## config.mk

```make
export PLATFORM = sky130hd
export DESIGN_NAME = truth_table_sweeper_flat
export DESIGN_NICKNAME = d
export VERILOG_FILES = /design/src/rtl/truth_table_sweeper_pkg.sv /design/src/rtl/truth_table_sweeper_if.sv /design/src/rtl/truth_table_sweeper_vec_map.sv /design/src/rtl/truth_table_sweeper.sv /design/src/flat_wrapper.sv
export SDC_FILE = /design/constraint.sdc
export NUM_CORES = 1
export LEC_CHECK = 0
export BUFFER_PORTS_ARGS = -buffer_cell sky130_fd_sc_hd__buf_2
export CAP_MARGIN = 20
export CORE_MARGIN = 3
export CORE_UTILIZATION = 30
export CTS_CLUSTER_DIAMETER = 80
export CTS_CLUSTER_SIZE = 28
export DETAILED_ROUTE_END_ITERATION = 10
export GPL_TIMING_DRIVEN = 0
export PLACE_DENSITY = 0.47
export SLEW_MARGIN = 40
export SYNTH_ARGS = -nofsm -noshare
export SYNTH_HDL_FRONTEND = slang
export SYNTH_HIERARCHICAL = 1
export SYNTH_SLANG_ARGS = --single-unit
```

## constraint.sdc

```tcl
create_clock -name clk -period 5 [get_ports clk]
set_input_delay 0.25 -clock clk [delete_from_list [all_inputs] [get_ports clk]]
set_output_delay 0.25 -clock clk [all_outputs]
set_load 0.05 [all_outputs]
```

## src/rtl/truth_table_sweeper_pkg.sv

```systemverilog
// Shared definitions for the truth-table sweeper.
//   MODE_*  : sweep order codes (2'b11 is reserved and behaves as MODE_UP)
//   state_t : controller states
package sweep_pkg;
    localparam logic [1:0] MODE_UP   = 2'b00;
    localparam logic [1:0] MODE_DOWN = 2'b01;
    localparam logic [1:0] MODE_GRAY = 2'b10;

    typedef enum logic [1:0] {
        IDLE = 2'd0,
        RUN  = 2'd1,
        DONE = 2'd2
    } state_t;
endpackage

```

## src/rtl/truth_table_sweeper_if.sv

```systemverilog
// Control/data bundle between a sweep controller and the sweeper.
//   master : controller side (drives start/abort/mode/exp_tt and the DUT's q_in)
//   slave  : sweeper side (drives vec_out, status and results)
interface truth_table_sweeper_if #(
    parameter int N_IN = 3
);
    localparam int TT_W = 1 << N_IN;

    logic              start;
    logic              abort;
    logic [1:0]        mode;
    logic [TT_W-1:0]   exp_tt;
    logic              q_in;
    logic [N_IN-1:0]   vec_out;
    logic              busy;
    logic              done;
    logic [TT_W-1:0]   tt_out;
    logic [N_IN:0]     err_count;
    logic              err_flag;
    logic [N_IN-1:0]   first_err_vec;

    modport master (
        output start, abort, mode, exp_tt, q_in,
        input  vec_out, busy, done, tt_out, err_count, err_flag, first_err_vec
    );

    modport slave (
        input  start, abort, mode, exp_tt, q_in,
        output vec_out, busy, done, tt_out, err_count, err_flag, first_err_vec
    );
endinterface

```

## src/rtl/truth_table_sweeper_vec_map.sv

```systemverilog
// Combinational sweep-order map: (index, mode) -> vector.
//   index : position in the sweep, 0 .. 2^N_IN-1
//   mode  : sweep order code; reserved code falls back to ascending
//   vec   : vector value applied to the DUT for that position
module sweep_vec_map
    import sweep_pkg::*;
#(
    parameter int N_IN = 3
) (
    input  logic [N_IN-1:0] index,
    input  logic [1:0]      mode,
    output logic [N_IN-1:0] vec
);
    always_comb begin
        vec = index;
        case (mode)
            MODE_DOWN: vec = ~index;               // (2^N_IN-1) - index
            MODE_GRAY: vec = index ^ (index >> 1);
            default:   vec = index;
        endcase
    end
endmodule

```

## src/rtl/truth_table_sweeper.sv

```systemverilog
// Exhaustive stimulus engine for a small combinational DUT.
// Walks all 2^N_IN vectors in the latched order, holds each HOLD cycles,
// samples q_in on the last hold cycle, builds the captured truth table and
// counts mismatches against exp_tt.
//   clk, reset : rising-edge clock, asynchronous active-high reset
//   bus        : start/abort/mode/exp_tt/q_in in; vec_out, busy, done,
//                tt_out, err_count, err_flag, first_err_vec out
module truth_table_sweeper
    import sweep_pkg::*;
#(
    parameter int N_IN = 3,
    parameter int HOLD = 2
) (
    input  logic                  clk,
    input  logic                  reset,
    truth_table_sweeper_if.slave  bus
);
    localparam int              NVEC      = 1 << N_IN;
    localparam int              HW        = $clog2(HOLD + 1);
    localparam logic [HW-1:0]   HOLD_LAST = HW'(HOLD - 1);
    localparam logic [N_IN:0]   LAST_STEP = (N_IN + 1)'(NVEC - 1);

    state_t            state_q, state_d;
    logic [N_IN:0]     step_q;
    logic [HW-1:0]     hold_q;
    logic [1:0]        mode_q;
    logic [N_IN-1:0]   vec_q;
    logic [NVEC-1:0]   tt_q;
    logic [N_IN:0]     err_q;
    logic [N_IN-1:0]   first_q;
    logic              busy_q;
    logic              done_q;

    logic              start_ok;
    logic              sample;
    logic              last;
    logic              mismatch;
    logic [N_IN-1:0]   map_idx;
    logic [1:0]        map_mode;
    logic [N_IN-1:0]   map_vec;

    assign start_ok = (state_q == IDLE) && bus.start && !bus.abort;
    // abort suppresses the sample that would otherwise land on the same edge
    assign sample   = (state_q == RUN) && !bus.abort && (hold_q == HOLD_LAST);
    assign last     = sample && (step_q == LAST_STEP);
    assign mismatch = bus.q_in != bus.exp_tt[vec_q];

    // One mapper serves both the first vector (live mode) and every advance
    // (latched mode); the index wraps on the final step but is unused there.
    assign map_idx  = start_ok ? '0 : step_q[N_IN-1:0] + 1'b1;
    assign map_mode = start_ok ? bus.mode : mode_q;

    sweep_vec_map #(.N_IN(N_IN)) u_map (
        .index (map_idx),
        .mode  (map_mode),
        .vec   (map_vec)
    );

    always_ff @(posedge clk or posedge reset) begin
        if (reset) state_q <= IDLE;
        else       state_q <= state_d;
    end

    always_comb begin
        state_d = state_q;
        case (state_q)
            IDLE:    if (start_ok) state_d = RUN;
            RUN:     if (bus.abort) state_d = IDLE;
                     else if (last) state_d = DONE;
            DONE:    state_d = IDLE;
            default: state_d = IDLE;
        endcase
    end

    always_ff @(posedge clk or posedge reset) begin
        if (reset) begin
            step_q  <= '0;
            hold_q  <= '0;
            mode_q  <= MODE_UP;
            vec_q   <= '0;
            tt_q    <= '0;
            err_q   <= '0;
            first_q <= '0;
            busy_q  <= 1'b0;
            done_q  <= 1'b0;
        end else begin
            busy_q <= (state_d == RUN);
            done_q <= last;
            if (start_ok) begin
                mode_q  <= bus.mode;
                step_q  <= '0;
                hold_q  <= '0;
                vec_q   <= map_vec;
                tt_q    <= '0;
                err_q   <= '0;
                first_q <= '0;
            end else if (state_q == RUN && !bus.abort) begin
                if (sample) begin
                    tt_q[vec_q] <= bus.q_in;
                    if (mismatch) begin
                        err_q <= err_q + 1'b1;
                        if (err_q == '0) first_q <= vec_q;
                    end
                    step_q <= step_q + 1'b1;
                    hold_q <= '0;
                    if (!last) vec_q <= map_vec;  // last vector stays on the pins
                end else begin
                    hold_q <= hold_q + 1'b1;
                end
            end
        end
    end

    assign bus.vec_out       = vec_q;
    assign bus.busy          = busy_q;
    assign bus.done          = done_q;
    assign bus.tt_out        = tt_q;
    assign bus.err_count     = err_q;
    assign bus.err_flag      = |err_q;
    assign bus.first_err_vec = first_q;
endmodule

```

## src/flat_wrapper.sv

```systemverilog
// flat-port wrapper written by rule: the top's interface ports become plain ports
module truth_table_sweeper_flat import sweep_pkg::*;
#(
    parameter int N_IN = 3,
    parameter int HOLD = 2
)
  (clk, reset, bus_start, bus_abort, bus_mode, bus_exp_tt, bus_q_in, bus_vec_out, bus_busy, bus_done, bus_tt_out, bus_err_count, bus_err_flag, bus_first_err_vec);
  truth_table_sweeper_if #(.N_IN(N_IN)) bus_i ();
  input  logic clk;
  input  logic reset;
  input wire logic [$bits(bus_i.start)-1:0] bus_start;
  input wire logic [$bits(bus_i.abort)-1:0] bus_abort;
  input wire logic [$bits(bus_i.mode)-1:0] bus_mode;
  input wire logic [$bits(bus_i.exp_tt)-1:0] bus_exp_tt;
  input wire logic [$bits(bus_i.q_in)-1:0] bus_q_in;
  output wire logic [$bits(bus_i.vec_out)-1:0] bus_vec_out;
  output wire logic [$bits(bus_i.busy)-1:0] bus_busy;
  output wire logic [$bits(bus_i.done)-1:0] bus_done;
  output wire logic [$bits(bus_i.tt_out)-1:0] bus_tt_out;
  output wire logic [$bits(bus_i.err_count)-1:0] bus_err_count;
  output wire logic [$bits(bus_i.err_flag)-1:0] bus_err_flag;
  output wire logic [$bits(bus_i.first_err_vec)-1:0] bus_first_err_vec;
  assign bus_i.start = bus_start;
  assign bus_i.abort = bus_abort;
  assign bus_i.mode = bus_mode;
  assign bus_i.exp_tt = bus_exp_tt;
  assign bus_i.q_in = bus_q_in;
  assign bus_vec_out = bus_i.vec_out;
  assign bus_busy = bus_i.busy;
  assign bus_done = bus_i.done;
  assign bus_tt_out = bus_i.tt_out;
  assign bus_err_count = bus_i.err_count;
  assign bus_err_flag = bus_i.err_flag;
  assign bus_first_err_vec = bus_i.first_err_vec;
  truth_table_sweeper #(.N_IN(N_IN), .HOLD(HOLD)) u_core (.clk(clk), .reset(reset), .bus(bus_i));
endmodule
```

==> metrics.csv, run 1 <==
stage,metric,value,unit
worst_setup_path,required,5.17,ns
clocking,h-tree-depth,2,
synthesis,synth.avg_cell_area,9.813,um2
global_routing,grt_pass1_vias,1362,
placement,pre_cts_ws,2.227,ns
sta,fin_crit,2.769,ns
clocking,clock-sinks,30,
sta,finClkSkew,0.005569,ns
route,wl_per_cell,14.73,um
worst_setup_path,r2r_cells,11,
clocking,numCtsBuffers,5,
sta,rsz0062_at_grt,no,
clocking,cts_root_buf,clkbuf_8,
sta,hold_viol,0,
sta,fmax,0.3612,GHz
run_status,status,"finished, final reports clean",
worst_hold_path,holdCritPathClass,in -> async,
global_routing,grt_usage,13.82,%
worst_setup_path,r2r_slack,2.23,ns
floorplan,die_h,81.01,um
placement,place_hpwl,2860,um
floorplan,floorplan.initialDensity,32.03,%
sta,finalSetupViolations,0,
pwr,power.total,0.0008081,W
clocking,clk_pin_slew_worst_paths,0.07,ns
worst_setup_path,worst-path-max-fanout,9,
route,drc,0,
worst_setup_path,crit_chain,nor2b_1 > and2_1 > clkbuf_1 > nand2_1 > nand2_1 > inv_1 > ha_1 > nor2_1 > mux2_2 > a221o_1 > mux2_2,
placement,port-buffer-count,35,
global_routing,grt_max_degree,31,
final_layout,finalNetCount,234,
clocking,insertion_delay,0.29,ns
worst_setup_path,endpoint_kind,flop,
worst_setup_path,worst-setup-path-type,reg -> reg,
placement,place_congestion,0.7524,
worst_setup_path,reg2reg_to,u_core/bus.vec_out[1]$_DFFE_PP0P_,
sta,report.final.slew_viol_count,0,
floorplan,die_w,81.01,um
pwr,leakagePower,0.9882,nW
global_routing,grt-ovfl-total,0,
final_layout,final_layout_size_suffix_gt1_share,25.70,%
final_layout,antenna_cells,0,
floorplan,dieArea,6563,um2
worst_setup_path,critPathLaunchType,flop,
clocking,ctsResizeCount,0,
sta,finalSetupTns,0,ns
synthesis,synth.distinct_cells,34,
flow_run,cap_viol_max_count,0,
synthesis,ys_seq_area_share,44.48,%
sta,setup_slack,2.231,ns
floorplan,coreArea,5270,um2
route,routed_via_density,4.835,
pwr,peakVddDrop,0.2963,mV
synthesis,yosysWarnings,6,
clocking,post-cts-setup-buffer-count,0,
final_layout,final_common_cell,buf_2,
final_layout,utilization,38.51,%
pwr,power_per_cell_area,398.2,nW/um2
synthesis,ys_ff_latch,30,
final_layout,layout_common_cells,"35 x buf_2, 30 x dfrtp_1, 21 x nand2_1",
worst_setup_path,critPathSlowestCell,dfrtp_1,
worst_setup_path,slowest_delay,0.41,ns
clocking,cts_buffer_depth,2,
worst_setup_path,crit_arrival,2.94,ns
sta,period_share,55.37,%
global_routing,grt_pass1_wl,6762,um
route,drt_wl_total,4183,um
synthesis,syn-instance-count,172,
final_layout,syn_to_final_growth,20.24,%
clocking,tritoncts,built,
synthesis,synth_nets,192,
worst_setup_path,r2r_start,u_core/state_q[0]$_DFF_PP0_,
route,ant_nets,0,
route,drt_iter0_markers,94,
route,drt-pass1-iter-count,6,
sta,worstMarginPinSlew,0.6590,ns
synthesis,syn-cell-area,1688,um2
floorplan,io_pins,36,
sta,maxSlewHeadroom,56.00,%
floorplan,row_count,26,
clocking,hold_buffers,0,
route,num_vias,1373,
global_routing,grt_antenna_before_repair,0,
[flip-flops by register name, indices dropped and copies added (netlist names)]
| name | count |
|---|---|
| u_core/step_q | 4 |
| u_core/mode_q | 2 |
| u_core/bus.err_count | 4 |
| u_core/bus.busy | 1 |
| u_core/state_q | 2 |
| u_core/bus.first_err_vec | 3 |
| u_core/bus.tt_out | 8 |
| u_core/bus.vec_out | 3 |
| u_core/bus.done | 1 |
| u_core/hold_q | 2 |
[cells in the mapped netlist]
library cell,count,area (um2)
mux2i_1,15,150.1
xnor2_1,2,17.52
mux2_2,4,45.04
xor2_1,2,17.52
mux2_1,1,11.26
nor3b_1,3,22.52
nand3_1,6,30.03
mux2_4,3,45.04
nand2_1,21,78.83
nor2_1,20,75.07
nor3_1,1,5.000
or3b_2,1,8.760
buf_1,1,3.750
nand2b_1,5,31.28
and2_1,2,12.51
buf_6,1,11.26
o31a_1,1,8.760
o21ai_0,5,25.02
inv_1,8,30.03
nand3b_1,1,7.510
mux2i_2,1,13.76
a221o_1,1,10.01
a31oi_1,1,6.260
mux4_2,2,45.04
o21ai_1,2,10.01
clkbuf_1,7,26.28
and4_1,1,8.760
nor4_1,8,50.05
dfrtp_1,30,750.7
a21oi_1,2,10.01
ha_1,5,62.56
o211ai_1,1,7.510
nor2b_1,3,18.77
nand4_1,5,31.28
[metal layers]
metal  share of wire (%)  routed length [um]  up-vias  GRT usage [%]
met2                  46                1935       35          20.61
met5                   0                   0        -              0
met4                0.96                  40        0          3.547
met3                 4.7                 195        7          4.878
li1                    -                   -      680              -
met1                  48                2011      651          19.02
[kinds of logic (layout without fill, tap and decap cells)]
logic type	after synthesis	in the layout	synth area share, %
mux	26	26	18.38
xor+xnor	4	4	2.076
compound gates	13	13	4.596
simple gates	77	77	22.54
fa+ha+maj	5	5	3.706
flops	30	30	44.48
buf+inv	17	59	4.225
[stage by stage]
| stage | hold slack, ns | std cells | cell area, um2 |
|---|---|---|---|
| 5_1_grt | 0.1058 | 284 | 2029 |
| 4_1_cts | 0.07992 | 284 | 2029 |
| 3_3_place_gp | 0.4910 | 277 | 1951 |
| 3_5_place_dp | 0.3954 | 277 | 1951 |
| 6_report | 0.05148 | 284 | 2029 |
| 2_1_floorplan | 0.3408 | 172 | 1688 |
[critical path: cells and delay by family (launching register included)]
family          cells  cell delay (ns)
mux                 2             0.53
simple gates        5             0.64
flops               1             0.41
buf+inv             2             0.42
compound gates      1             0.29
fa+ha+maj           1             0.37
[area by class of cell]
class,count,area (um2)
buffer,9,41.29
clock buffer,5,68.82
clock inverter,2,10.01
fill,552,3241
inverter,8,30.03
multi-input combinational,125,865.8
sequential,30,750.7
tap,70,87.58
timing repair buffer,35,175.2
[power by group]
group          internal, W  switching, W
Sequential        0.000270     0.0000359
Combinational     0.000111      0.000202
Clock            0.0000933     0.0000963
Total             0.000474      0.000334
[how the worst max path moves through the flow]
stage / end / cells after the start / start
global placement: u_core/bus.vec_out[1]$_DFFE_PP0P_ / 11 / u_core/state_q[0]$_DFF_PP0_
finish: u_core/bus.vec_out[1]$_DFFE_PP0P_ / 11 / u_core/state_q[0]$_DFF_PP0_
detailed placement: u_core/bus.vec_out[1]$_DFFE_PP0P_ / 11 / u_core/state_q[0]$_DFF_PP0_
floorplan: u_core/bus.vec_out[1]$_DFFE_PP0P_ / 11 / u_core/state_q[0]$_DFF_PP0_
global route: u_core/bus.vec_out[1]$_DFFE_PP0P_ / 11 / u_core/state_q[0]$_DFF_PP0_
CTS: u_core/bus.vec_out[1]$_DFFE_PP0P_ / 11 / u_core/state_q[0]$_DFF_PP0_
(Power assumes the default switching activity.)
==> run 2, diff against run 1 <==
--- a/config.mk
+++ b/config.mk
@@ -13,7 +13,7 @@
 export CTS_CLUSTER_SIZE = 28
 export DETAILED_ROUTE_END_ITERATION = 10
 export GPL_TIMING_DRIVEN = 0
-export PLACE_DENSITY = 0.47
+export PLACE_DENSITY = 0.49
 export SLEW_MARGIN = 40
 export SYNTH_ARGS = -nofsm -noshare
 export SYNTH_HDL_FRONTEND = slang
==> constraint.sdc (replaced) <==
create_clock -name clk -period 2.3 [get_ports clk]
set_input_delay 0.115 -clock clk [delete_from_list [all_inputs] [get_ports clk]]
set_output_delay 0.115 -clock clk [all_outputs]
set_load 0.05 [all_outputs]
==> metrics.csv, run 2 (synthesized netlist as in run 1, its figures left out) <==
stage,metric,value,unit,change
floorplan,dieArea,6563,um2,unchanged
global_routing,grt_usage,14.16,%,+0.34 points
route,routed_via_density,4.776,,-1.2%
worst_setup_path,r2r_start,u_core/state_q[0]$_DFF_PP0_,,
pwr,power.total,0.001860,W,+130%
final_layout,syn_to_final_growth,31.06,%,
worst_setup_path,critPathLaunchType,flop,,
placement,placed_area,1953,um2,+0.13%
floorplan,die_h,81.01,um,unchanged
clocking,clk_pin_slew_worst_paths,0.07,ns,about the same
sta,rsz0062_at_grt,no,,
sta,maxSlewHeadroom,56.21,%,+0.21 points
worst_setup_path,worst-setup-path-type,reg -> reg,,
route,wl_per_cell,14.29,um,-3.0%
floorplan,die_w,81.01,um,unchanged
placement,place_congestion,0.7391,,-1.8%
pwr,power_per_cell_area,840.7,nW/um2,+110%
worst_setup_path,required,2.47,ns,-2.70 ns
clocking,h-tree-depth,2,,unchanged
final_layout,largest_reg_flops,8,,unchanged
worst_setup_path,endpoint_kind,flop,,
global_routing,grt-ovfl-total,0,,unchanged
global_routing,grt_max_degree,31,,unchanged
pwr,leakagePower,1.079,nW,+9.2%
worst_setup_path,worst-path-max-fanout,6,,-3
sta,worstMarginPinSlew,0.6559,ns,-0.003141 ns
placement,place_hpwl,2879,um,+0.66%
sta,fin_crit,2.191,ns,-0.5774 ns
final_layout,layout_common_cells,"36 x buf_2, 29 x dfrtp_1, 19 x nor2_1",,
clocking,cts_root_buf,clkbuf_8,,
sta,report.final.slew_viol_count,0,,unchanged
sta,fmax,0.4563,GHz,+26%
final_layout,multi_input_area,914.6,um2,+5.6%
placement,port-buffer-count,35,,unchanged
final_layout,antenna_cells,0,,unchanged
clocking,insertion_delay,0.28,ns,about the same
final_layout,final_common_cell,buf_2,,
floorplan,floorplan.initialDensity,32.03,%,unchanged
floorplan,coreArea,5270,um2,unchanged
pwr,peakVddDrop,0.7095,mV,+140%
worst_setup_path,crit_path_frequent_cell,mux2_2,,
sta,hold_viol,0,,unchanged
clocking,numCtsBuffers,5,,unchanged
flow_run,cap_viol_max_count,0,,unchanged
final_layout,regArea,752.0,um2,+0.17%
worst_setup_path,crit_arrival,2.36,ns,-0.58 ns
worst_hold_path,min_from,bus_mode[0],,
clocking,cts_buffer_depth,2,,unchanged
worst_hold_path,holdCritPathClass,in -> reg,,
final_layout,design_area,2212,um2,+9.0%
worst_setup_path,critPathSlowestCell,dfrtp_1,,
worst_setup_path,slowest_delay,0.39,ns,-0.02 ns
floorplan,io_pins,36,,unchanged
final_layout,nFillCells,539,,-2.4%
floorplan,row_count,26,,unchanged
worst_setup_path,crit_start,u_core/state_q[0]$_DFF_PP0_,,
worst_setup_path,crit_family,simple AND/OR/NAND/NOR gates,,
sta,finalSetupViolations,0,,unchanged
worst_setup_path,crit_chain,nor2b_2 > and2_4 > nand2_1 > nand2_2 > inv_2 > ha_4 > nor2_1 > mux2_2 > a221o_1 > mux2_2,,
route,drt_wl_total,4272,um,+2.1%
sta,finClkSkew,0.005944,ns,+0.0003752 ns
sta,finalSetupTns,0,ns,unchanged
worst_setup_path,critical_path_buf_inv_count,1,,-1
clocking,clock-sinks,30,,unchanged
route,ant_nets,0,,unchanged
route,num_vias,1428,,+4.0%
clocking,tritoncts,built,,
global_routing,grt_pass1_wl,7038,um,+4.1%
global_routing,grt_pass1_vias,1450,,+6.5%
route,drt_iter0_markers,45,,-52%
run_status,status,"finished, final reports clean",,
route,drt-pass1-iter-count,4,,-2
final_layout,final_layout_size_suffix_gt1_share,35.37,%,+9.7 points
global_routing,grt_antenna_before_repair,0,,unchanged
sta,period_share,95.27,%,+40 points
final_layout,finalNetCount,248,,+6.0%
route,drc,0,,unchanged
run 2: repair_timing:
action / in CTS / in global routing
gates resized for setup: 10 / 6
buffers inserted: 12 / 3
endpoints found under the hold margin: 30 / 0
pin swaps: 1 / 3
setup endpoints to repair: 3 / 1
hold buffers: 1 / 0
run 2: worst reg2reg max path: stages, from the launching register on:
cell and delay (ns):
dfrtp_1 0.39, nor2b_2 0.15, and2_4 0.21, nand2_1 0.07, nand2_2 0.09, inv_2 0.05
ha_4 0.27, nor2_1 0.04, mux2_2 0.26, a221o_1 0.29, mux2_2 0.25
run 2: final cells by class:
cell class,instances,area share (%)
repair buffers,51,13.63
inverters,8,1.357
flip-flops and latches,30,33.99
multi-input cells,125,41.35
well taps,70,3.959
plain buffers,7,1.584
clock inverters,1,0.2262
clock buffers,7,3.903
run 2: per-stage QoR:
stage	util [%]	std cells	hold WS, ns	setup slack [ns]
after detailed placement	37.06	277	0.2468	-0.4024
after global routing	41.98	299	0.08567	0.002970
after global placement	37.06	277	0.3758	-0.3771
after floorplan	-	172	0.2057	-0.01286
after CTS	41.43	297	0.06711	0.01280
final	41.98	299	0.08410	0.1087
run 2: path summary, 6_finish.rpt:
| kind | to | slack (ns) | depth (start not counted) |
|---|---|---|---|
| max | u_core/bus.vec_out[1]$_DFFE_PP0P_ | 0.11 | 10 |
| min | u_core/mode_q[0]$_DFF_PP0_ | 0.08 | 3 |
| max reg2reg | u_core/bus.vec_out[1]$_DFFE_PP0P_ | 0.11 | 10 |
| min reg2reg | u_core/mode_q[0]$_DFF_PP0_ | 0.49 | 2 |
| max in group asynchronous | u_core/bus.vec_out[0]$_DFFE_PP0P_ | 1.37 | 3 |
| min in group asynchronous | u_core/step_q[0]$_DFFE_PP0P_ | 0.47 | 3 |
run 2: routing by layer:
layer | share of wire [%] | track usage, %
met1 | 46 | 18.65
met4 | 0.98 | 4.561
met2 | 48 | 22.33
met3 | 4.5 | 4.102
met5 | 0 | 0
run 2: where the power goes:
part | internal (W) | switching (W) | leakage, nW
clock network | 0.000241 | 0.000207 | 0.0482
logic | 0.000293 | 0.000456 | 0.625
registers | 0.000588 | 0.0000746 | 0.406
total | 0.00112 | 0.000737 | 1.08
==> run 3, diff against run 2 <==
--- a/config.mk
+++ b/config.mk
@@ -13,7 +13,7 @@
 export CTS_CLUSTER_SIZE = 28
 export DETAILED_ROUTE_END_ITERATION = 10
 export GPL_TIMING_DRIVEN = 0
-export PLACE_DENSITY = 0.49
+export PLACE_DENSITY = 0.57
 export SLEW_MARGIN = 40
 export SYNTH_ARGS = -nofsm -noshare
 export SYNTH_HDL_FRONTEND = slang
==> constraint.sdc (replaced) <==
create_clock -name clk -period 1.9 [get_ports clk]
set_input_delay 0.095 -clock clk [delete_from_list [all_inputs] [get_ports clk]]
set_output_delay 0.095 -clock clk [all_outputs]
set_load 0.05 [all_outputs]
==> metrics.csv, run 3 (synthesized netlist as in run 1, its figures left out) <==
stage,metric,value,unit,change
final_layout,finalNetCount,247,,-0.40%
floorplan,row_count,26,,unchanged
worst_setup_path,worst-setup-path-type,reg -> reg,,
placement,placed_cells,277,,unchanged
final_layout,final_common_cell,buf_2,,
global_routing,grt_usage,13.80,%,-0.36 points
route,met2_length,1999,um,-2.5%
pwr,power_per_cell_area,1031,nW/um2,+23%
sta,setup_slack,-0.3429,ns,-0.4516 ns
floorplan,dieArea,6563,um2,unchanged
sta,finalSetupTns,-0.7677,ns,-0.7677 ns
floorplan,floorplan.initialDensity,32.03,%,unchanged
clocking,clock-sinks,30,,unchanged
worst_setup_path,endpoint_kind,flop,,
final_layout,final_layout_size_suffix_gt1_share,38.16,%,+2.8 points
worst_setup_path,critical_path_buf_inv_count,2,,+1
route,drt-met1-wl,2036,um,+2.6%
route,met3_length,180,um,-7.2%
sta,report.final.slew_viol_count,0,,unchanged
sta,finClkSkew,0.005106,ns,-0.0008382 ns
route,routed_via_density,4.916,,+2.9%
worst_setup_path,critPathSlowestCell,dfrtp_1,,
final_layout,syn_to_final_growth,35.36,%,
clocking,tritoncts,built,,
sta,maxSlewHeadroom,56.27,%,+0.057 points
sta,hold_viol,0,,unchanged
global_routing,grt_max_degree,31,,unchanged
worst_setup_path,crit_path_frequent_cell,nand2_4,,
placement,place_hpwl,2895,um,+0.55%
global_routing,grt_pass1_vias,1450,,unchanged
clocking,h-tree-depth,2,,unchanged
floorplan,io_pins,36,,unchanged
final_layout,final_cells,298,,-0.33%
placement,port-buffer-count,35,,unchanged
floorplan,die_h,81.01,um,unchanged
route,drt-pass1-iter-count,4,,unchanged
worst_setup_path,crit_arrival,2.41,ns,+0.05 ns
worst_hold_path,holdCritPathClass,in -> reg,,
route,ant_nets,0,,unchanged
run_status,status,finished with violations,,
floorplan,die_w,81.01,um,unchanged
placement,place_congestion,0.7409,,+0.24%
global_routing,grt_antenna_before_repair,0,,unchanged
final_layout,layout_common_cells,"35 x buf_2, 29 x dfrtp_1, 19 x nor2_1",,
clocking,cts_buffer_depth,2,,unchanged
worst_setup_path,worst-path-max-fanout,4,,-2
clocking,numCtsBuffers,5,,unchanged
worst_setup_path,required,2.06,ns,-0.41 ns
global_routing,grt_pass1_wl,6872,um,-2.4%
worst_setup_path,crit_chain,nor2_2 > and2_1 > clkbuf_8 > nand2_4 > nand2_4 > inv_4 > ha_4 > nor2_1 > mux2_4 > a221o_1 > mux2_2,,
pwr,leakagePower,1.115,nW,+3.3%
route,top_layer_used,met4,,
sta,finalSetupViolations,9,,+9
clocking,insertion_delay,0.28,ns,about the same
worst_setup_path,critPathLaunchType,flop,,
worst_setup_path,crit_family,multiplexers,,
flow_run,cap_viol_max_count,0,,unchanged
sta,worstMarginPinSlew,0.6550,ns,-0.0008607 ns
floorplan,coreArea,5270,um2,unchanged
run_status,violations,setup timing,,
clocking,cts_root_buf,clkbuf_8,,
route,num_vias,1465,,+2.6%
sta,fin_crit,2.243,ns,+0.05161 ns
pwr,peakVddDrop,0.6133,mV,-14%
worst_setup_path,slowest_delay,0.40,ns,about the same
route,drt_iter0_markers,72,,+60%
route,wl_per_cell,14.30,um,+0.10%
final_layout,antenna_cells,0,,unchanged
route,drc,0,,unchanged
global_routing,grt-ovfl-total,0,,unchanged
route,drt_wl_total,4262,um,-0.23%
sta,period_share,118.0,%,+23 points
sta,fmax,0.4458,GHz,-2.3%
final_layout,largest_reg_flops,8,,unchanged
sta,rsz0062_at_grt,yes,,
clocking,clk_pin_slew_worst_paths,0.06,ns,about the same
run 3: cell types whose count changed in the layout (fill, tap and decap cells not counted), sizes merged:
cell / previous run / this run
buf: 52 / 51
run 3: worst register-to-register path, stage by stage (launching register included):
cell and delay (ns):
dfrtp_1 0.40, nor2_2 0.16, and2_1 0.15, clkbuf_8 0.14, nand2_4 0.05, nand2_4 0.07, inv_4 0.04, ha_4 0.27
nor2_1 0.05, mux2_4 0.25, a221o_1 0.29, mux2_2 0.25
run 3: report_power, final:
| part | total [W] | leakage (nW) | internal (W) | switching (W) |
|---|---|---|---|---|
| clock network | 0.000530 | 0.0482 | 0.000292 | 0.000239 |
| registers | 0.000797 | 0.406 | 0.000712 | 0.0000852 |
| logic | 0.00103 | 0.660 | 0.000440 | 0.000587 |
run 3: stage by stage:
| step | hold slack, ns | setup WS (ns) | instance area (um2) | total power (W) | util [%] |
|---|---|---|---|---|---|
| after floorplan | 0.1857 | -0.3031 | 1733 | 0.001457 | - |
| after detailed placement | 0.2342 | -0.4719 | 1996 | 0.001650 | 37.87 |
| after CTS | 0.07329 | -0.3520 | 2225 | 0.002325 | 42.21 |
| final | 0.07963 | -0.3429 | 2285 | 0.002355 | 43.35 |
| after global placement | 0.3580 | -0.4477 | 1996 | 0.001642 | 37.87 |
| after global routing | 0.1065 | -0.4152 | 2285 | 0.002497 | 43.35 |
run 3: what timing repair did:
action	4_1_cts	5_1_grt
hold buffers	1	0
resized for setup	14	14
endpoints found under the setup margin	14	10
buffers inserted	11	3
pin swaps	5	8
hold endpoints to repair	30	0
run 3: metal layers:
| metal | track usage (%) | vias to the layer above |
|---|---|---|
| met3 | 3.991 | 7 |
| met1 | 17.91 | 716 |
| li1 | - | 708 |
| met5 | 0 | - |
| met2 | 21.92 | 34 |
| met4 | 4.730 | 0 |
run 3: cell type report:
cell class / instances / area [um2]
tap: 70 / 87.58
clock inverter: 1 / 5.005
clock buffer: 7 / 86.33
inverter: 8 / 32.53
timing repair buffer: 49 / 297.8
buffer: 8 / 70.07
sequential: 30 / 752.0
multi-input combinational: 125 / 953.4
fill: 528 / 2985
run 3: path summary, 6_finish.rpt:
path / start / to / slack [ns] / cells past startpoint
max: u_core/state_q[1]$_DFF_PP0_ / u_core/bus.vec_out[1]$_DFFE_PP0P_ / -0.34 / 11
min: bus_mode[1] / u_core/mode_q[1]$_DFF_PP0_ / 0.08 / 3
max in group asynchronous: reset / u_core/bus.vec_out[0]$_DFFE_PP0P_ / 0.98 / 3
min reg2reg: u_core/mode_q[1]$_DFF_PP0_ / u_core/mode_q[1]$_DFF_PP0_ / 0.52 / 2
max reg2reg: u_core/state_q[1]$_DFF_PP0_ / u_core/bus.vec_out[1]$_DFFE_PP0P_ / -0.34 / 11
min in group asynchronous: reset / u_core/bus.done$_DFF_PP0_ / 0.45 / 3
